[src/rtl/pipeline_ctrl_pkg.sv]
// Shared types and constants for the pipeline hazard/stall controller.
package pipeline_ctrl_pkg;

    localparam int REG_IDX_W = 5;

    typedef enum logic [1:0] {
        RUN      = 2'd0,
        MEM_WAIT = 2'd1,
        HALT     = 2'd2
    } state_t;

endpackage

[src/rtl/pipeline_ctrl_if.sv]
// Hazard inputs from ID/EX/MEM and stage-register controls for the pipeline controller.
interface pipeline_ctrl_if;

    logic [pipeline_ctrl_pkg::REG_IDX_W-1:0] id_rs1;
    logic [pipeline_ctrl_pkg::REG_IDX_W-1:0] id_rs2;
    logic                                    ex_mem_read;
    logic [pipeline_ctrl_pkg::REG_IDX_W-1:0] ex_rd;
    logic                                    ex_branch_taken;
    logic                                    mem_req;
    logic                                    mem_ready;

    logic pc_en;
    logic if_id_en;
    logic id_ex_en;
    logic ex_mem_en;
    logic if_id_flush;
    logic id_ex_flush;
    logic mem_wb_bubble;
    logic mem_timeout;

    modport slave (
        input  id_rs1, id_rs2, ex_mem_read, ex_rd, ex_branch_taken, mem_req, mem_ready,
        output pc_en, if_id_en, id_ex_en, ex_mem_en, if_id_flush, id_ex_flush,
               mem_wb_bubble, mem_timeout
    );

    modport master (
        output id_rs1, id_rs2, ex_mem_read, ex_rd, ex_branch_taken, mem_req, mem_ready,
        input  pc_en, if_id_en, id_ex_en, ex_mem_en, if_id_flush, id_ex_flush,
               mem_wb_bubble, mem_timeout
    );

endinterface

[src/rtl/pipeline_ctrl_hazard_detect.sv]
// Load-use detector: a load in EX whose destination feeds the instruction in ID.
module hazard_detect
    import pipeline_ctrl_pkg::*;
(
    input  logic                 ex_mem_read,
    input  logic [REG_IDX_W-1:0] ex_rd,
    input  logic [REG_IDX_W-1:0] id_rs1,
    input  logic [REG_IDX_W-1:0] id_rs2,
    output logic                 load_use
);

    // x0 is hardwired to zero, so a load targeting it never creates a dependency.
    assign load_use = ex_mem_read && (ex_rd != '0) && ((ex_rd == id_rs1) || (ex_rd == id_rs2));

endmodule

[src/rtl/pipeline_ctrl.sv]
// Pipeline stall/flush controller with data-memory wait timeout.
// Optional performance counters enabled by macro PIPELINE_CTRL_PERF_EN.
module pipeline_ctrl
    import pipeline_ctrl_pkg::*;
#(
    parameter int WAIT_MAX = 15,
    parameter int CNT_W    = 32
) (
    input  logic             clk,
    input  logic             rst,
    pipeline_ctrl_if.slave   pif
`ifdef PIPELINE_CTRL_PERF_EN
    ,
    output logic [CNT_W-1:0] stall_cycles,
    output logic [CNT_W-1:0] flush_count
`endif
);

    localparam int                WCNT_W    = (WAIT_MAX < 2) ? 1 : $clog2(WAIT_MAX + 1);
    localparam logic [WCNT_W-1:0] WAIT_LAST = WCNT_W'(WAIT_MAX - 1);

    state_t            state, state_nxt;
    logic [WCNT_W-1:0] cnt, cnt_nxt;
    logic              load_use;
    logic              mem_stall;
    logic              pc_en, if_id_en, id_ex_en, ex_mem_en;
    logic              if_id_flush, id_ex_flush, mem_wb_bubble;

    hazard_detect u_hazard (
        .ex_mem_read (pif.ex_mem_read),
        .ex_rd       (pif.ex_rd),
        .id_rs1      (pif.id_rs1),
        .id_rs2      (pif.id_rs2),
        .load_use    (load_use)
    );

    assign mem_stall = pif.mem_req && !pif.mem_ready;

    always_ff @(posedge clk or negedge rst) begin
        if (!rst) begin
            state <= RUN;
            cnt   <= '0;
        end else begin
            state <= state_nxt;
            cnt   <= cnt_nxt;
        end
    end

    always_comb begin
        pc_en         = 1'b1;
        if_id_en      = 1'b1;
        id_ex_en      = 1'b1;
        ex_mem_en     = 1'b1;
        if_id_flush   = 1'b0;
        id_ex_flush   = 1'b0;
        mem_wb_bubble = 1'b0;
        state_nxt     = state;
        cnt_nxt       = cnt;

        if (state == HALT) begin
            pc_en         = 1'b0;
            if_id_en      = 1'b0;
            id_ex_en      = 1'b0;
            ex_mem_en     = 1'b0;
            mem_wb_bubble = 1'b1;
        end else if (mem_stall) begin
            pc_en         = 1'b0;
            if_id_en      = 1'b0;
            id_ex_en      = 1'b0;
            ex_mem_en     = 1'b0;
            mem_wb_bubble = 1'b1;
            // cnt holds stalls already seen; this cycle is stall number cnt+1.
            if (state == RUN) begin
                if (WAIT_MAX <= 1) begin
                    state_nxt = HALT;
                end else begin
                    state_nxt = MEM_WAIT;
                    cnt_nxt   = WCNT_W'(1);
                end
            end else if (cnt == WAIT_LAST) begin
                state_nxt = HALT;
            end else begin
                cnt_nxt = cnt + 1'b1;
            end
        end else begin
            // Completion (or a dropped request) advances the pipeline this same cycle.
            state_nxt = RUN;
            cnt_nxt   = '0;
            if (pif.ex_branch_taken) begin
                if_id_flush = 1'b1;
                id_ex_flush = 1'b1;
            end else if (load_use) begin
                pc_en       = 1'b0;
                if_id_en    = 1'b0;
                id_ex_flush = 1'b1;
            end
        end
    end

    assign pif.pc_en         = pc_en;
    assign pif.if_id_en      = if_id_en;
    assign pif.id_ex_en      = id_ex_en;
    assign pif.ex_mem_en     = ex_mem_en;
    assign pif.if_id_flush   = if_id_flush;
    assign pif.id_ex_flush   = id_ex_flush;
    assign pif.mem_wb_bubble = mem_wb_bubble;
    assign pif.mem_timeout   = (state == HALT);

`ifdef PIPELINE_CTRL_PERF_EN
    always_ff @(posedge clk or negedge rst) begin
        if (!rst) begin
            stall_cycles <= '0;
            flush_count  <= '0;
        end else begin
            if (!pc_en && (stall_cycles != '1)) stall_cycles <= stall_cycles + 1'b1;
            if (if_id_flush && (flush_count != '1)) flush_count <= flush_count + 1'b1;
        end
    end
`else
    logic [CNT_W-1:0] unused_perf;
    assign unused_perf = '0;
`endif

endmodule

[src/flat_wrapper.sv]
// flat-port wrapper written by rule: the top's interface ports become plain ports
module pipeline_ctrl_flat import pipeline_ctrl_pkg::*;
#(
    parameter int WAIT_MAX = 15,
    parameter int CNT_W    = 32
)
  (clk, rst, pif_id_rs1, pif_id_rs2, pif_ex_mem_read, pif_ex_rd, pif_ex_branch_taken, pif_mem_req, pif_mem_ready, pif_pc_en, pif_if_id_en, pif_id_ex_en, pif_ex_mem_en, pif_if_id_flush, pif_id_ex_flush, pif_mem_wb_bubble, pif_mem_timeout);
  pipeline_ctrl_if pif_i ();
  input  logic clk;
  input  logic rst;
  input wire logic [$bits(pif_i.id_rs1)-1:0] pif_id_rs1;
  input wire logic [$bits(pif_i.id_rs2)-1:0] pif_id_rs2;
  input wire logic [$bits(pif_i.ex_mem_read)-1:0] pif_ex_mem_read;
  input wire logic [$bits(pif_i.ex_rd)-1:0] pif_ex_rd;
  input wire logic [$bits(pif_i.ex_branch_taken)-1:0] pif_ex_branch_taken;
  input wire logic [$bits(pif_i.mem_req)-1:0] pif_mem_req;
  input wire logic [$bits(pif_i.mem_ready)-1:0] pif_mem_ready;
  output wire logic [$bits(pif_i.pc_en)-1:0] pif_pc_en;
  output wire logic [$bits(pif_i.if_id_en)-1:0] pif_if_id_en;
  output wire logic [$bits(pif_i.id_ex_en)-1:0] pif_id_ex_en;
  output wire logic [$bits(pif_i.ex_mem_en)-1:0] pif_ex_mem_en;
  output wire logic [$bits(pif_i.if_id_flush)-1:0] pif_if_id_flush;
  output wire logic [$bits(pif_i.id_ex_flush)-1:0] pif_id_ex_flush;
  output wire logic [$bits(pif_i.mem_wb_bubble)-1:0] pif_mem_wb_bubble;
  output wire logic [$bits(pif_i.mem_timeout)-1:0] pif_mem_timeout;
  assign pif_i.id_rs1 = pif_id_rs1;
  assign pif_i.id_rs2 = pif_id_rs2;
  assign pif_i.ex_mem_read = pif_ex_mem_read;
  assign pif_i.ex_rd = pif_ex_rd;
  assign pif_i.ex_branch_taken = pif_ex_branch_taken;
  assign pif_i.mem_req = pif_mem_req;
  assign pif_i.mem_ready = pif_mem_ready;
  assign pif_pc_en = pif_i.pc_en;
  assign pif_if_id_en = pif_i.if_id_en;
  assign pif_id_ex_en = pif_i.id_ex_en;
  assign pif_ex_mem_en = pif_i.ex_mem_en;
  assign pif_if_id_flush = pif_i.if_id_flush;
  assign pif_id_ex_flush = pif_i.id_ex_flush;
  assign pif_mem_wb_bubble = pif_i.mem_wb_bubble;
  assign pif_mem_timeout = pif_i.mem_timeout;
  pipeline_ctrl #(.WAIT_MAX(WAIT_MAX), .CNT_W(CNT_W)) u_core (.clk(clk), .rst(rst), .pif(pif_i));
endmodule
[config.mk]
export PLATFORM = sky130hd
export DESIGN_NAME = pipeline_ctrl_flat
export DESIGN_NICKNAME = d
export VERILOG_FILES = /design/src/rtl/pipeline_ctrl_pkg.sv /design/src/rtl/pipeline_ctrl_if.sv /design/src/rtl/pipeline_ctrl_hazard_detect.sv /design/src/rtl/pipeline_ctrl.sv /design/src/flat_wrapper.sv
export SDC_FILE = /design/constraint.sdc
export NUM_CORES = 1
export LEC_CHECK = 0
export CORE_UTILIZATION = 36
export DETAILED_ROUTE_END_ITERATION = 8
export PLACE_DENSITY = 0.74
export SYNTH_ARGS = -nofsm -noshare
export SYNTH_HDL_FRONTEND = slang
export SYNTH_SLANG_ARGS = --single-unit
[constraint.sdc]
create_clock -name clk -period 1.56 [get_ports clk]
set_input_delay 0.312 -clock clk [delete_from_list [all_inputs] [get_ports clk]]
set_output_delay 0.312 -clock clk [all_outputs]
set_load 0.01 [all_outputs]
Word-level counts from Yosys, hierarchy flattened
Cells that the tools add are included.

Register bits: 6. Input bits: 21. Output and inout port bits: 8.

Add/subtract/negate cells: 1. Equal/unequal tests: 6. Multiplexer cells: 21. Bitwise operators: 1. Reductions and logical operators: 9.

Operator list (number): $mux W1 (15); $mux W4 (3); $eq A5 B5 Y1 (2); $mux W2 (3); $ne A3 B3 Y1 const B (2); $reduce_bool A5 Y1 (1); $add A4 B1 Y4 const B (1); $eq A4 B4 Y1 const B (1); $reduce_and A2 Y1 (2); $logic_and A1 B1 Y1 (3); $eq A2 B2 Y1 const B (1); $logic_not A2 Y1 (1); $logic_not A1 Y1 (1); $logic_or A1 B1 Y1 (1); $not A1 Y1 (1).

Longest topological paths before layout
Depth in word-level cells: 7. Gate-level depth with buffers: 6.

Hierarchy
From an unflattened synthesis, not the netlist that was laid out.

Cell total of the unflattened synthesis: 61. Area total of the unflattened synthesis: 524.3 µm².

Modules (own cells, without submodules): pipeline_ctrl (instances 1, cells each 44, area an instance 399.1 µm², sequential area each 150.1 µm²); hazard_detect (instances 1, cells each 17, area an instance 125.1 µm², sequential area each 0.0 µm²).

Least setup slack after synthesis
No wires, ideal clock.

Kind: in2out. Start point: input port pif_ex_rd[1]. End point: output port pif_pc_en. Arrival: 1.261 ns. Data required time: 1.248 ns. Setup slack: -0.013 ns. Stages: 4. Path buffers: 1. Cell sequence: or4_1 o21ai_2 o31a_2 buf_4.

Word-level cells in the longest chain between the ends: 7.

RTL lines: start: declaration (RTL line flat_wrapper.sv:14) `input wire logic [$bits(pif_i.ex_rd)-1:0] pif_ex_rd;`; $eq A5 B5 Y1 / $reduce_bool A5 Y1 (equally long branches) (RTL line pipeline_ctrl_hazard_detect.sv:13) `assign load_use = ex_mem_read && (ex_rd != '0) && ((ex_rd == id_rs1) || (ex_rd == id_rs2));`; $logic_or A1 B1 Y1 / $logic_and A1 B1 Y1 (equally long branches) (RTL line pipeline_ctrl_hazard_detect.sv:13); $logic_and A1 B1 Y1 * (RTL line pipeline_ctrl_hazard_detect.sv:13); $mux W1 * (4 in a row); end: declaration (RTL line flat_wrapper.sv:18) `output wire logic [$bits(pif_i.pc_en)-1:0] pif_pc_en;`.

Mark *: on every way between the ends. The rest lies on a longest branch, timed or not.

Final worst setup path
Start point: input port pif_ex_rd[2]. End point: output port pif_if_id_en.

Word-level cells in the longest chain between the ends: 7.

RTL lines: $eq A5 B5 Y1 / $reduce_bool A5 Y1 (equally long branches) (RTL line pipeline_ctrl_hazard_detect.sv:13); $logic_or A1 B1 Y1 / $logic_and A1 B1 Y1 (equally long branches) (RTL line pipeline_ctrl_hazard_detect.sv:13); $logic_and A1 B1 Y1 * (RTL line pipeline_ctrl_hazard_detect.sv:13); $mux W1 * (RTL line pipeline_ctrl.sv:92) `end else if (load_use) begin`; $mux W1 * (RTL line pipeline_ctrl.sv:89) `if (pif.ex_branch_taken) begin`; $mux W1 * (RTL line pipeline_ctrl.sv:66) `end else if (mem_stall) begin`; $mux W1 * (RTL line pipeline_ctrl.sv:60) `if (state == HALT) begin`; end: declaration (RTL line flat_wrapper.sv:19) `output wire logic [$bits(pif_i.if_id_en)-1:0] pif_if_id_en;`.

Marked as above.

==> impl_metrics.toml <==
[synthesis]
ys_seq_area_frac = 0.293
synthTopCellsByArea = "dfrtp_1 29%, xor2_1 17%, o21ai_0 6.8%, ha_1 4.9%, nand2_1 4.4%"
synthArstFlopShare = 1.00
synth.distinct_cells = 24
synthFlopType = "dfrtp_1"
synthCells = 62
synth_common_cells = "10 x xor2_1, 7 x o21ai_0, 6 x dfrtp_1, 6 x nand2_1, 5 x nor2_1"
synth.cell_area_sq_um = 512
yosysWarnings = 0
yosysMostFrequentCell = "xor2_1"
synth_top_cell_by_area = "dfrtp_1"
ys_ff_latch = 6
synth_edf_count = 0
synth_top_area_frac = 0.293
syn_nets = 85
avgSynthCellArea_sq_um = 8.25

[setup_path]
crit_slowest_cell = "or4_4"
crit_required_ps = 1250
crit_path_end_kind = "output pin"
cp.arrival_ps = 1350
path_cells = "buf_8 > or4_4 > o21ai_2 > o31a_2 > buf_6"
r2r_cells = 5
ff2ff_setup_slack_ps = 260
critPathMaxStageDelay_ps = 520
crit_fanout = 3
worstSetupPathType = "in2out"
startpoint_type = "input pin"
rr_endpoint = "u_core.state[0]"
r2r_start = "u_core.cnt[0]"

[timing]
tns_ps = -247
tightestPinTransition_ps = 276
fin_crit_sh = 1.06
slew_headroom = 0.815
finalSetupViolCount = 3
rsz0062_at_grt = "true"
final_max_slew_viol_count = 0
clock_skew_ps = 3.16
fmax_ghz = 0.602
finalHoldViolations = 0
layout_setup_ws_ps = -101
fin_crit_ps = 1660

[placement]
routabilityCongestion = 0.698
port_buffers = 28
pre_cts_ws_ps = -877
hpwlAfterDp_microns = 1050
dp_cells = 111

[floorplanning]
die_area_sq_mm = 0.00158
die_h_microns = 39.7
num_rows = 13
io_pins = 29
coreArea_sq_mm = 0.00132
initial_core_util = 0.388
die_x_microns = 39.7

[power_and_ir_drop]
power.leakage_uw = 0.000437
p_sw_uw = 124
p_int_uw = 333
p_total_uw = 456
combPwrFrac = 0.334
peakVddDrop_mv = 0.255
power.density_mw_per_mm2 = 515
sw_frac_of_total = 0.271
p_seq_frac = 0.357
p_clk_frac = 0.309

[global_routing]
gr-usage-met2 = 0.369
grt_busiest_layer = "met2"
grt_use_met1 = 0.179
grt_max_degree = 7
grt_pass1_vias = 529
antenna_found_initial = 0
grt_pass1_wl_microns = 1940
grt_usage = 0.190
grt-ovfl-total = 0
met3_usage = 0.0227

[layout]
fillers = 107
diodes = 0
fin_util = 0.672
drive_gt1_frac = 0.460
fin_nets = 125
areaGrowthSynthToFinish_pct = 73.1
final_cell_count_no_fill = 115

[clock_tree]
cts_max_path_buffers = 2
clkLatencyLatePin_ps = 240
cts_sinks = 6
cts_tree = "yes"
htree_num_levels = 1
clkTransAtPathRegs_ps = 50
clockRootBuffer = "clkbuf_4"
cts_inserted_buffers = 3

[detailed_routing]
vias_per_cell = 4.90
wire_per_inst_microns = 11.6
antenna_left = 0
dr.pass1.iters = 4
drtIter0Drc = 4
drc_errors = 0
drt-total-wl_microns = 1340
num_vias = 563

[min_path]
min_path_type = "in2async"

[status]
status = "finished with violations"
violations = "negative setup slack"

[run]
maxCapViolCount = 0
state kept, by name, summed over array words and instances, names as in the netlist:
name,flops
u_core.cnt,4
u_core.state,2
per-layer routing:
| metal | vias up | wire (microns) |
|---|---|---|
| met5 | - | 0 |
| met4 | 0 | 12 |
| met3 | 2 | 75 |
| met2 | 27 | 753 |
| met1 | 249 | 493 |
| li1 | 285 | - |
per-stage QoR:
stage                     cell area [sq um]  hold slack [ps]
after floorplan                         512             16.4
after global placement                  852              496
after detailed placement                852              511
after CTS                               842              314
after global routing                    886              322
final                                   886              311
repair_timing:
action | CTS | global route
pin swaps | 15 | 6
setup endpoints to repair | 8 | 7
hold buffers | 0 | 0
resized for setup | 79 | 20
buffers inserted | 1 | 1
layout make-up:
cell class | instances | area [sq um] | area share
multi-input combinational | 49 | 372 | 0.419
timing repair buffer | 38 | 308 | 0.347
sequential | 6 | 150 | 0.169
clock buffer | 3 | 22.5 | 0.0254
tap | 15 | 18.8 | 0.0212
inverter | 4 | 15.0 | 0.0169
how the worst max path moves through the flow:
stage / end / slack [ps] / start / cells past startpoint
after floorplan: pif_pc_en / -10 / pif_ex_rd[1] / 4
after global placement: pif_if_id_en / -860 / pif_ex_rd[3] / 7
after detailed placement: pif_if_id_en / -880 / pif_ex_rd[3] / 7
after CTS: pif_if_id_en / -130 / pif_ex_rd[2] / 5
after global routing: pif_pc_en / -140 / pif_ex_rd[2] / 5
final: pif_if_id_en / -100 / pif_ex_rd[2] / 5
cell usage in the layout, fill, tap and decap left out, types with 5 or more instances in the layout:
master	instances
buf_2	9
buf_4	9
buf_6	6
dfrtp_1	6
nand2_1	5
nor2_1	5
o21ai_0	7
xor2_1	8
worst max-delay path: cells and delay by family:
kind                   cells  cell delay [ps]
AOI/OAI and AO/OA          2              320
buffers and inverters      2              200
and+or+nand+nor            1              520
power by group through the flow:
stage	registers [uW]	clock network, uW	logic (uW)
CTS	163	150	139
global placement	164	0	152
finish	163	141	153
global route	163	162	166
floorplan	165	0	52.8
detailed placement	164	0	154
logic make-up after synthesis:
family | synth area share
multiplexers | 0.0220
buffers and inverters | 0.0807
adder cells (fa/ha/maj) | 0.0489
AO/OA/AOI/OAI | 0.181
flip-flops | 0.293
XOR/XNOR | 0.171
AND/OR/NAND/NOR | 0.203
Power figures use the tool's default switching activity.
